[src/rtl/spi_pkg.sv]
// Shared SPI definitions: mode encodings, idle fill byte, responder state.
// Used by both the SPI responder and the SPI master.
package spi_pkg;

  localparam logic [1:0] MODE0 = 2'b00;
  localparam logic [1:0] MODE1 = 2'b01;
  localparam logic [1:0] MODE2 = 2'b10;
  localparam logic [1:0] MODE3 = 2'b11;

  localparam logic [7:0] IDLE_BYTE_DEF = 8'hFF;

  typedef enum logic [1:0] {
    IDLE,
    LOAD,
    ACTIVE
  } state_t;

endpackage

[src/rtl/spi_slave_os_sync.sv]
// N-flop synchroniser for one async pin, plus one extra flop
// that turns level changes into single-cycle rise/fall pulses.
module spi_sync_edge #(
  parameter int   STAGES = 2,
  parameter logic INIT   = 1'b0
) (
  input  logic clk,
  input  logic rst,
  input  logic din,
  output logic level,
  output logic rise,
  output logic fall
);

  logic [STAGES-1:0] sync;
  logic              prev;

  always_ff @(posedge clk or posedge rst) begin
    if (rst) begin
      sync <= {STAGES{INIT}};
      prev <= INIT;
    end else begin
      sync <= {sync[STAGES-2:0], din};
      prev <= sync[STAGES-1];
    end
  end

  assign level = sync[STAGES-1];
  assign rise  = level & ~prev;
  assign fall  = ~level & prev;

endmodule

[src/rtl/spi_slave_os.sv]
// SPI responder oversampled by the system clock, all four modes,
// MSB first, with a 1-entry tx holding register.
import spi_pkg::*;

module spi_slave_os #(
  parameter int         SYNC_STAGES = 2,
  parameter logic [7:0] IDLE_BYTE   = IDLE_BYTE_DEF
) (
  input  logic       clk,
  input  logic       rst,
  input  logic       sclk_pin,
  input  logic       cs_pin,
  input  logic       mosi_pin,
  output logic       miso_pin,
  output logic       miso_oe,
  input  logic       CPOL,
  input  logic       CPHA,
  input  logic [7:0] tx_data,
  input  logic       tx_valid,
  output logic       tx_ready,
  output logic [7:0] rx_data,
  output logic       rx_valid,
  output logic       busy,
  output logic       underrun
);

  logic sclk_lvl, sclk_rise, sclk_fall;
  logic cs_lvl, cs_rise, cs_fall;
  logic [SYNC_STAGES-1:0] mosi_sync;
  logic mosi;

  spi_sync_edge #(.STAGES(SYNC_STAGES), .INIT(1'b0)) u_sclk (
    .clk   (clk),
    .rst   (rst),
    .din   (sclk_pin),
    .level (sclk_lvl),
    .rise  (sclk_rise),
    .fall  (sclk_fall)
  );

  // CS resets to deasserted so a reset never fakes a frame start
  spi_sync_edge #(.STAGES(SYNC_STAGES), .INIT(1'b1)) u_cs (
    .clk   (clk),
    .rst   (rst),
    .din   (cs_pin),
    .level (cs_lvl),
    .rise  (cs_rise),
    .fall  (cs_fall)
  );

  always_ff @(posedge clk or posedge rst) begin
    if (rst) mosi_sync <= '0;
    else     mosi_sync <= {mosi_sync[SYNC_STAGES-2:0], mosi_pin};
  end

  assign mosi = mosi_sync[SYNC_STAGES-1];

  state_t state_q, state_d;

  logic       sclk_edge, lead, trail;
  logic       sample, shift, last, load;
  logic       accept;
  logic       hold_full;
  logic [7:0] hold;
  logic [7:0] next_byte;
  logic [7:0] tx_sh;
  logic [6:0] rx_sh;
  logic [2:0] cnt;

  assign sclk_edge = sclk_rise | sclk_fall;
  assign lead      = sclk_edge & (sclk_lvl != CPOL);
  assign trail     = sclk_edge & (sclk_lvl == CPOL);

  assign sample = (state_q == ACTIVE) & ~cs_rise
                & (CPHA ? trail : lead);
  assign shift  = (state_q == ACTIVE) & ~cs_rise
                & (CPHA ? lead : trail);
  assign last   = sample & (cnt == 3'd7);
  assign load   = (state_q == LOAD) | last;

  assign accept    = tx_valid & ~hold_full;
  assign tx_ready  = ~hold_full;
  assign next_byte = hold_full ? hold : IDLE_BYTE;
  assign busy      = ~cs_lvl;

  always_ff @(posedge clk or posedge rst) begin
    if (rst) state_q <= IDLE;
    else     state_q <= state_d;
  end

  always_comb begin
    state_d = state_q;
    miso_oe = 1'b0;
    case (state_q)
      IDLE: begin
        if (cs_fall) state_d = LOAD;
      end
      LOAD: begin
        miso_oe = 1'b1;
        state_d = cs_rise ? IDLE : ACTIVE;
      end
      ACTIVE: begin
        miso_oe = 1'b1;
        if (cs_rise) state_d = IDLE;
      end
      default: state_d = IDLE;
    endcase
  end

  always_ff @(posedge clk or posedge rst) begin
    if (rst) begin
      hold      <= '0;
      hold_full <= 1'b0;
      tx_sh     <= '0;
      rx_sh     <= '0;
      cnt       <= '0;
      miso_pin  <= 1'b1;
      rx_data   <= '0;
      rx_valid  <= 1'b0;
      underrun  <= 1'b0;
    end else begin
      rx_valid  <= 1'b0;
      underrun  <= load & ~hold_full;
      hold_full <= (hold_full & ~load) | accept;
      if (accept) hold <= tx_data;

      case (state_q)
        IDLE: begin
          cnt      <= '0;
          miso_pin <= 1'b1;
        end
        // CPHA=0 must present the MSB before the first edge
        LOAD: begin
          if (CPHA) begin
            tx_sh <= next_byte;
          end else begin
            tx_sh    <= {next_byte[6:0], 1'b0};
            miso_pin <= next_byte[7];
          end
        end
        ACTIVE: begin
          if (sample) begin
            rx_sh <= {rx_sh[5:0], mosi};
            cnt   <= cnt + 3'd1;
          end
          if (last) begin
            rx_data  <= {rx_sh, mosi};
            rx_valid <= 1'b1;
            tx_sh    <= next_byte;
          end
          if (shift) begin
            miso_pin <= tx_sh[7];
            tx_sh    <= {tx_sh[6:0], 1'b0};
          end
        end
        default: cnt <= '0;
      endcase
    end
  end

endmodule

[config.mk]
export PLATFORM = sky130hd
export DESIGN_NAME = spi_slave_os
export DESIGN_NICKNAME = d
export VERILOG_FILES = /design/src/rtl/spi_pkg.sv /design/src/rtl/spi_slave_os_sync.sv /design/src/rtl/spi_slave_os.sv
export SDC_FILE = /design/constraint.sdc
export NUM_CORES = 1
export LEC_CHECK = 0
export CORE_MARGIN = 5
export CORE_UTILIZATION = 49
export DETAILED_ROUTE_END_ITERATION = 8
export GPL_TIMING_DRIVEN = 0
export HOLD_SLACK_MARGIN = 0.03
export PLACE_DENSITY = 0.73
export REMOVE_ABC_BUFFERS = 1
export SETUP_SLACK_MARGIN = 0.4
export SKIP_CTS_REPAIR_TIMING = 1
export SLEW_MARGIN = 15
export SYNTH_ARGS = -nofsm -noshare
export SYNTH_HDL_FRONTEND = slang
export SYNTH_SLANG_ARGS = --single-unit
[constraint.sdc]
create_clock -name clk -period 3.72 [get_ports clk]
set_input_delay 0.558 -clock clk [delete_from_list [all_inputs] [get_ports clk]]
set_output_delay 0.558 -clock clk [all_outputs]
set_load 0.02 [all_outputs]
==> results of run 1 <==
-- worst max-delay path, delay by kind of cell (launching register included) --
family	cells	cell delay (ps)
compound gates	1	670
mux	1	350
flops	1	430
fa+ha+maj	1	260
simple gates	2	850
buf+inv	2	250
-- sequential cells by signal (all words and copies together), names as in the netlist, 2 cells and up --
name / flops
u_sclk.sync: 2
rx_sh: 7
u_cs.sync: 2
state_q: 2
tx_sh: 8
hold: 8
cnt: 3
rx_data: 8
mosi_sync: 2
-- layout make-up --
type | count | area, µm² | share of cell area
Tap cell | 52 | 65.1 | 0.0248
Clock buffer | 7 | 76.3 | 0.0291
Multi-Input combinational cell | 103 | 892 | 0.341
Clock inverter | 1 | 8.76 | 0.00334
Inverter | 16 | 60.1 | 0.0229
Timing Repair Buffer | 30 | 310 | 0.118
Sequential cell | 48 | 1210 | 0.461
-- worst max path at each step --
| stage | slack, ps | depth (start not counted) | to |
|---|---|---|---|
| 2_1_floorplan | 1200 | 7 | rx_data[0] |
| 3_3_place_gp | 660 | 7 | rx_data[2] |
| 3_5_place_dp | 520 | 7 | rx_data[4] |
| 4_1_cts | 480 | 7 | rx_data[2] |
| 5_1_grt | 510 | 7 | cnt[0] |
| 6_report | 790 | 7 | rx_data[2] |
-- report_power, final --
part	switching (µW)	leakage [µW]	internal, µW
Clock	166	0.0000424	134
Sequential	105	0.000598	675
Combinational	336	0.000583	324
-- Yosys cell counts (4+ instances only) --
cell      count
dfrtp_1      44
mux2_2       17
inv_1        16
a21oi_1      12
mux2_4       10
mux2i_1       8
o21ai_0       8
ha_1          6
a211oi_1      5
nand2_1       5
o21a_1        5
dfstp_2       4
nor2_1        4
-- through the flow --
step / cells / total power, µW / instance area, µm² / hold slack (ps)
after floorplan: 167 / 1260 / 2160 / 331
after global placement: 248 / 1410 / 2510 / 336
after detailed placement: 249 / 1450 / 2530 / 341
after CTS: 257 / 1750 / 2620 / 360
after global routing: 257 / 1870 / 2620 / 372
final: 257 / 1740 / 2620 / 357
-- routing by layer --
layer	up-vias	track usage	routed length, µm
met1	701	0.196	1930
met3	4	0.0457	181
met5	-	0	0
met2	33	0.246	2030
met4	0	0.0430	34
li1	660	-	-
-- logic make-up after synthesis --
logic type      count (synthesis)
compound gates                 41
xor+xnor                        1
fa+ha+maj                       6
buf+inv                        23
flops                          48
mux                            35
simple gates                   20
==> impl_metrics.json, run 1 <==
{
  "status": "complete, no violations",
  "ff2ff_path_depth": 7,
  "finalCriticalPeriod_ps": 2930,
  "ioPinCount": 30,
  "setup_viol": 0,
  "antenna_found_initial": 0,
  "crit_fanout": 11,
  "cap_violations": 0,
  "yosys.area.top_type": "dfrtp_1",
  "fmaxAchievable_ghz": 0.341,
  "layout_commonest_cell": "dfrtp_1",
  "dp_hpwl_mm": 3.08,
  "cp_cell_sequence": "inv_1 -> ha_1 -> inv_1 -> a21oi_1 -> nor2b_2 -> nand2_4 -> mux2_4",
  "die_w_um": 77.0,
  "synth_top_family_by_area": "multiplexers",
  "wl_per_cell_um": 16.3,
  "final.setup_skew_ps": 5.43,
  "hold_end": "u_sclk.sync[1]",
  "grt_pass1_vias": 1508,
  "finalCritPeriodShare": 0.788,
  "core-area_um2": 4350,
  "reg2reg_setup_slack_ps": 790,
  "synth_compound_gate_area_share": 0.122,
  "num_antenna_cells": 0,
  "fillCellCount": 338,
  "place_ws_ps": 516,
  "drt-initial-drc-count": 85,
  "path_clk_slew_ps": 80,
  "synth_xor_area_frac": 0.00739,
  "yosys.cell_types.count": 35,
  "layout_common_cells": "dfrtp_1 (44), clkdlybuf4s50_1 (29), mux2_2 (17)",
  "clock-sinks": 48,
  "detail-route-antenna-nets": 0,
  "slowest_delay_ps": 670,
  "cts_made_buffers": 5,
  "synth_top_area_frac": 0.500,
  "portBuffers": 29,
  "crit_path_end_kind": "register",
  "fin_ws_ps": 788,
  "rsz0062_at_grt": "false",
  "timing.rr.start": "state_q[0]",
  "synth_edf_count": 0,
  "worstHoldPathCells": 0,
  "yosysSeqAreaShare": 0.548,
  "syn_to_final_growth_pct": 18.9,
  "p_leak_uw": 0.00122,
  "wl_mm": 4.18,
  "grt.total_usage": 0.152,
  "synth.area.top_cells": "dfrtp_1 (50%), mux2_2 (8.7%), mux2_4 (6.8%)",
  "powerDensity_nw_per_um2": 665,
  "final_max_slew_viol_count": 0,
  "drc_errors": 0,
  "clkLatencyLatePin_ps": 290,
  "initial_core_util": 0.506,
  "ys_ff_latch": 48,
  "muxShareOfSynthArea": 0.191,
  "cp_data_arrival_time_ps": 3110,
  "root_buffer": "clkbuf_8",
  "synth-simple-area-share": 0.0494,
  "critPathSlowestCell": "a21oi_1",
  "synthFlopType": "dfrtp_1",
  "clockBufferDepth": 2,
  "cp-start-kind": "register",
  "criticalPathCategory": "reg -> reg",
  "yosys_warnings": 0,
  "r2r_end": "rx_data[2]",
  "grt.overflow.total": 0,
  "postSynth.asyncResetShare": 1.00,
  "finalHoldViolCount": 0,
  "rows": 24,
  "syn_inst": 174,
  "synth.avg_cell_area_um2": 12.7,
  "gp_congestion": 0.773,
  "crit_start": "state_q[0]",
  "vias": 1398,
  "fin_util": 0.601,
  "min_from": "u_sclk.sync[0]",
  "final_nets": 226,
  "worstPathRequired_ps": 3900,
  "synth_area_um2": 2200,
  "grt_max_degree": 31,
  "worst_slew_pin_slew_ps": 833,
  "ir_drop_mv": 0.290,
  "hp-class": "reg -> reg",
  "drive_above_1_share": 0.224,
  "cts_max_level": 2,
  "die_y_um": 77.0,
  "slew-limit-headroom": 0.444,
  "routed_via_density": 5.44,
  "cp_common_cell": "inv_1",
  "synth_fa_ha_area_frac": 0.0341,
  "grt_pass1_wl_mm": 7.37,
  "cts_tree": "built",
  "setup_tns_ps": 0,
  "die-area_um2": 5940,
  "first_pass_iters": 4
}
(Power assumes the default switching activity.)
==> run 2: changes to the inputs <==
==> constraint.sdc (replaced) <==
create_clock -name clk -period 2.9 [get_ports clk]
set_input_delay 0.435 -clock clk [delete_from_list [all_inputs] [get_ports clk]]
set_output_delay 0.435 -clock clk [all_outputs]
set_load 0.02 [all_outputs]
==> impl_metrics.json, run 2 (synthesized netlist as in run 1, its figures left out) <==
{
  "status": "complete, no violations",
  "fin_cells": 257,
  "crit_fanout": 11,
  "cap_violations": 0,
  "cp_data_arrival_time_ps": 2490,
  "grt_max_degree": 31,
  "grt_pass1_vias": 1508,
  "cts_max_level": 2,
  "dp_hpwl_mm": 3.08,
  "placed_cells": 249,
  "clock-sinks": 48,
  "drive_above_1_share": 0.229,
  "grt.total_usage": 0.152,
  "fmaxAchievable_ghz": 0.433,
  "antenna_found_initial": 0,
  "total_power_uw": 2240,
  "grt_pass1_wl_mm": 7.37,
  "final_nets": 226,
  "hp-class": "reg -> reg",
  "drc_errors": 0,
  "reg.largest.list": "hold (8), rx_data (8), tx_sh (8)",
  "gp_congestion": 0.773,
  "p_leak_uw": 0.00123,
  "cts_made_buffers": 5,
  "initial_core_util": 0.506,
  "fin_util": 0.605,
  "layout_commonest_cell": "dfrtp_1",
  "rows": 24,
  "setup_viol": 0,
  "core-area_um2": 4350,
  "detail-route-antenna-nets": 0,
  "path_clk_slew_ps": 80,
  "drt-initial-drc-count": 66,
  "criticalPathCategory": "reg -> reg",
  "crit_path_end_kind": "register",
  "finalHoldViolCount": 0,
  "portBuffers": 29,
  "root_buffer": "clkbuf_8",
  "vias": 1393,
  "finalCritPeriodShare": 0.796,
  "final.setup_skew_ps": 7.03,
  "num_antenna_cells": 0,
  "finalCriticalPeriod_ps": 2310,
  "worstPathRequired_ps": 3080,
  "die_y_um": 77.0,
  "layout_common_cells": "dfrtp_1 (44), clkdlybuf4s50_1 (29), mux2_2 (17)",
  "hold_ws_ps": 358,
  "clockBufferDepth": 2,
  "die-area_um2": 5940,
  "first_pass_iters": 4,
  "die_w_um": 77.0,
  "cts_tree": "built",
  "cp-start-kind": "register",
  "slew-limit-headroom": 0.524,
  "ir_drop_mv": 0.372,
  "wl_per_cell_um": 16.2,
  "clkLatencyLatePin_ps": 290,
  "final_max_slew_viol_count": 0,
  "rsz0062_at_grt": "false",
  "wl_mm": 4.17,
  "powerDensity_nw_per_um2": 851,
  "routed_via_density": 5.42,
  "worst_slew_pin_slew_ps": 713,
  "syn_to_final_growth_pct": 19.7,
  "ioPinCount": 30,
  "grt.overflow.total": 0
}
-- run 2: cell count changes in the layout (fill, tap and decap cells not counted) --
cell / change
nor2b_2: -1
nor2b_4: +1
a21oi_1: -1
a21oi_4: +1
-- run 2: critical path, cell delays in order (launching register included) --
cell and delay (ps):
dfrtp_1 430, inv_1 100, ha_1 260, inv_1 170
a21oi_4 300, nor2b_4 400, nand2_4 200, mux2_4 340
-- run 2: layout make-up --
| type | count | area (µm²) |
|---|---|---|
| Clock buffer | 7 | 76.3 |
| Clock inverter | 1 | 8.76 |
| Fill cell | 338 | 1720 |
| Inverter | 16 | 60.1 |
| Multi-Input combinational cell | 103 | 908 |
| Sequential cell | 48 | 1210 |
| Tap cell | 52 | 65.1 |
| Timing Repair Buffer | 30 | 310 |
-- run 2: power breakdown --
group	internal [µW]	switching, µW
Sequential	866	137
Combinational	421	433
Clock	172	212
-- run 2: layer usage --
| layer | share of wire | up-vias | wire length [µm] | track usage |
|---|---|---|---|---|
| met5 | 0 | - | 0 | 0 |
| met4 | 0.0082 | 0 | 34 | 0.0430 |
| met3 | 0.045 | 4 | 187 | 0.0457 |
| met2 | 0.49 | 35 | 2040 | 0.246 |
| met1 | 0.46 | 691 | 1910 | 0.196 |
| li1 | - | 663 | - | - |
-- run 2: worst paths after layout --
path | from | end | slack (ps) | cells after the start
min in group asynchronous | rst | rx_data[5] | 450 | 2
setup / recovery | state_q[0] | rx_data[2] | 590 | 7
hold / removal | u_sclk.sync[0] | u_sclk.sync[1] | 360 | 0
max in group asynchronous | rst | miso_pin | 1890 | 3
setup reg to reg | state_q[0] | rx_data[2] | 590 | 7
hold reg to reg | u_sclk.sync[0] | u_sclk.sync[1] | 360 | 0
-- run 2: per-stage QoR --
step	TNS (ps)	instance area (µm²)	setup slack, ps
2_1_floorplan	0	2160	376
3_3_place_gp	-1650	2510	-158
3_5_place_dp	-4000	2530	-304
4_1_cts	-4670	2620	-338
5_1_grt	0	2640	416
6_report	0	2640	590
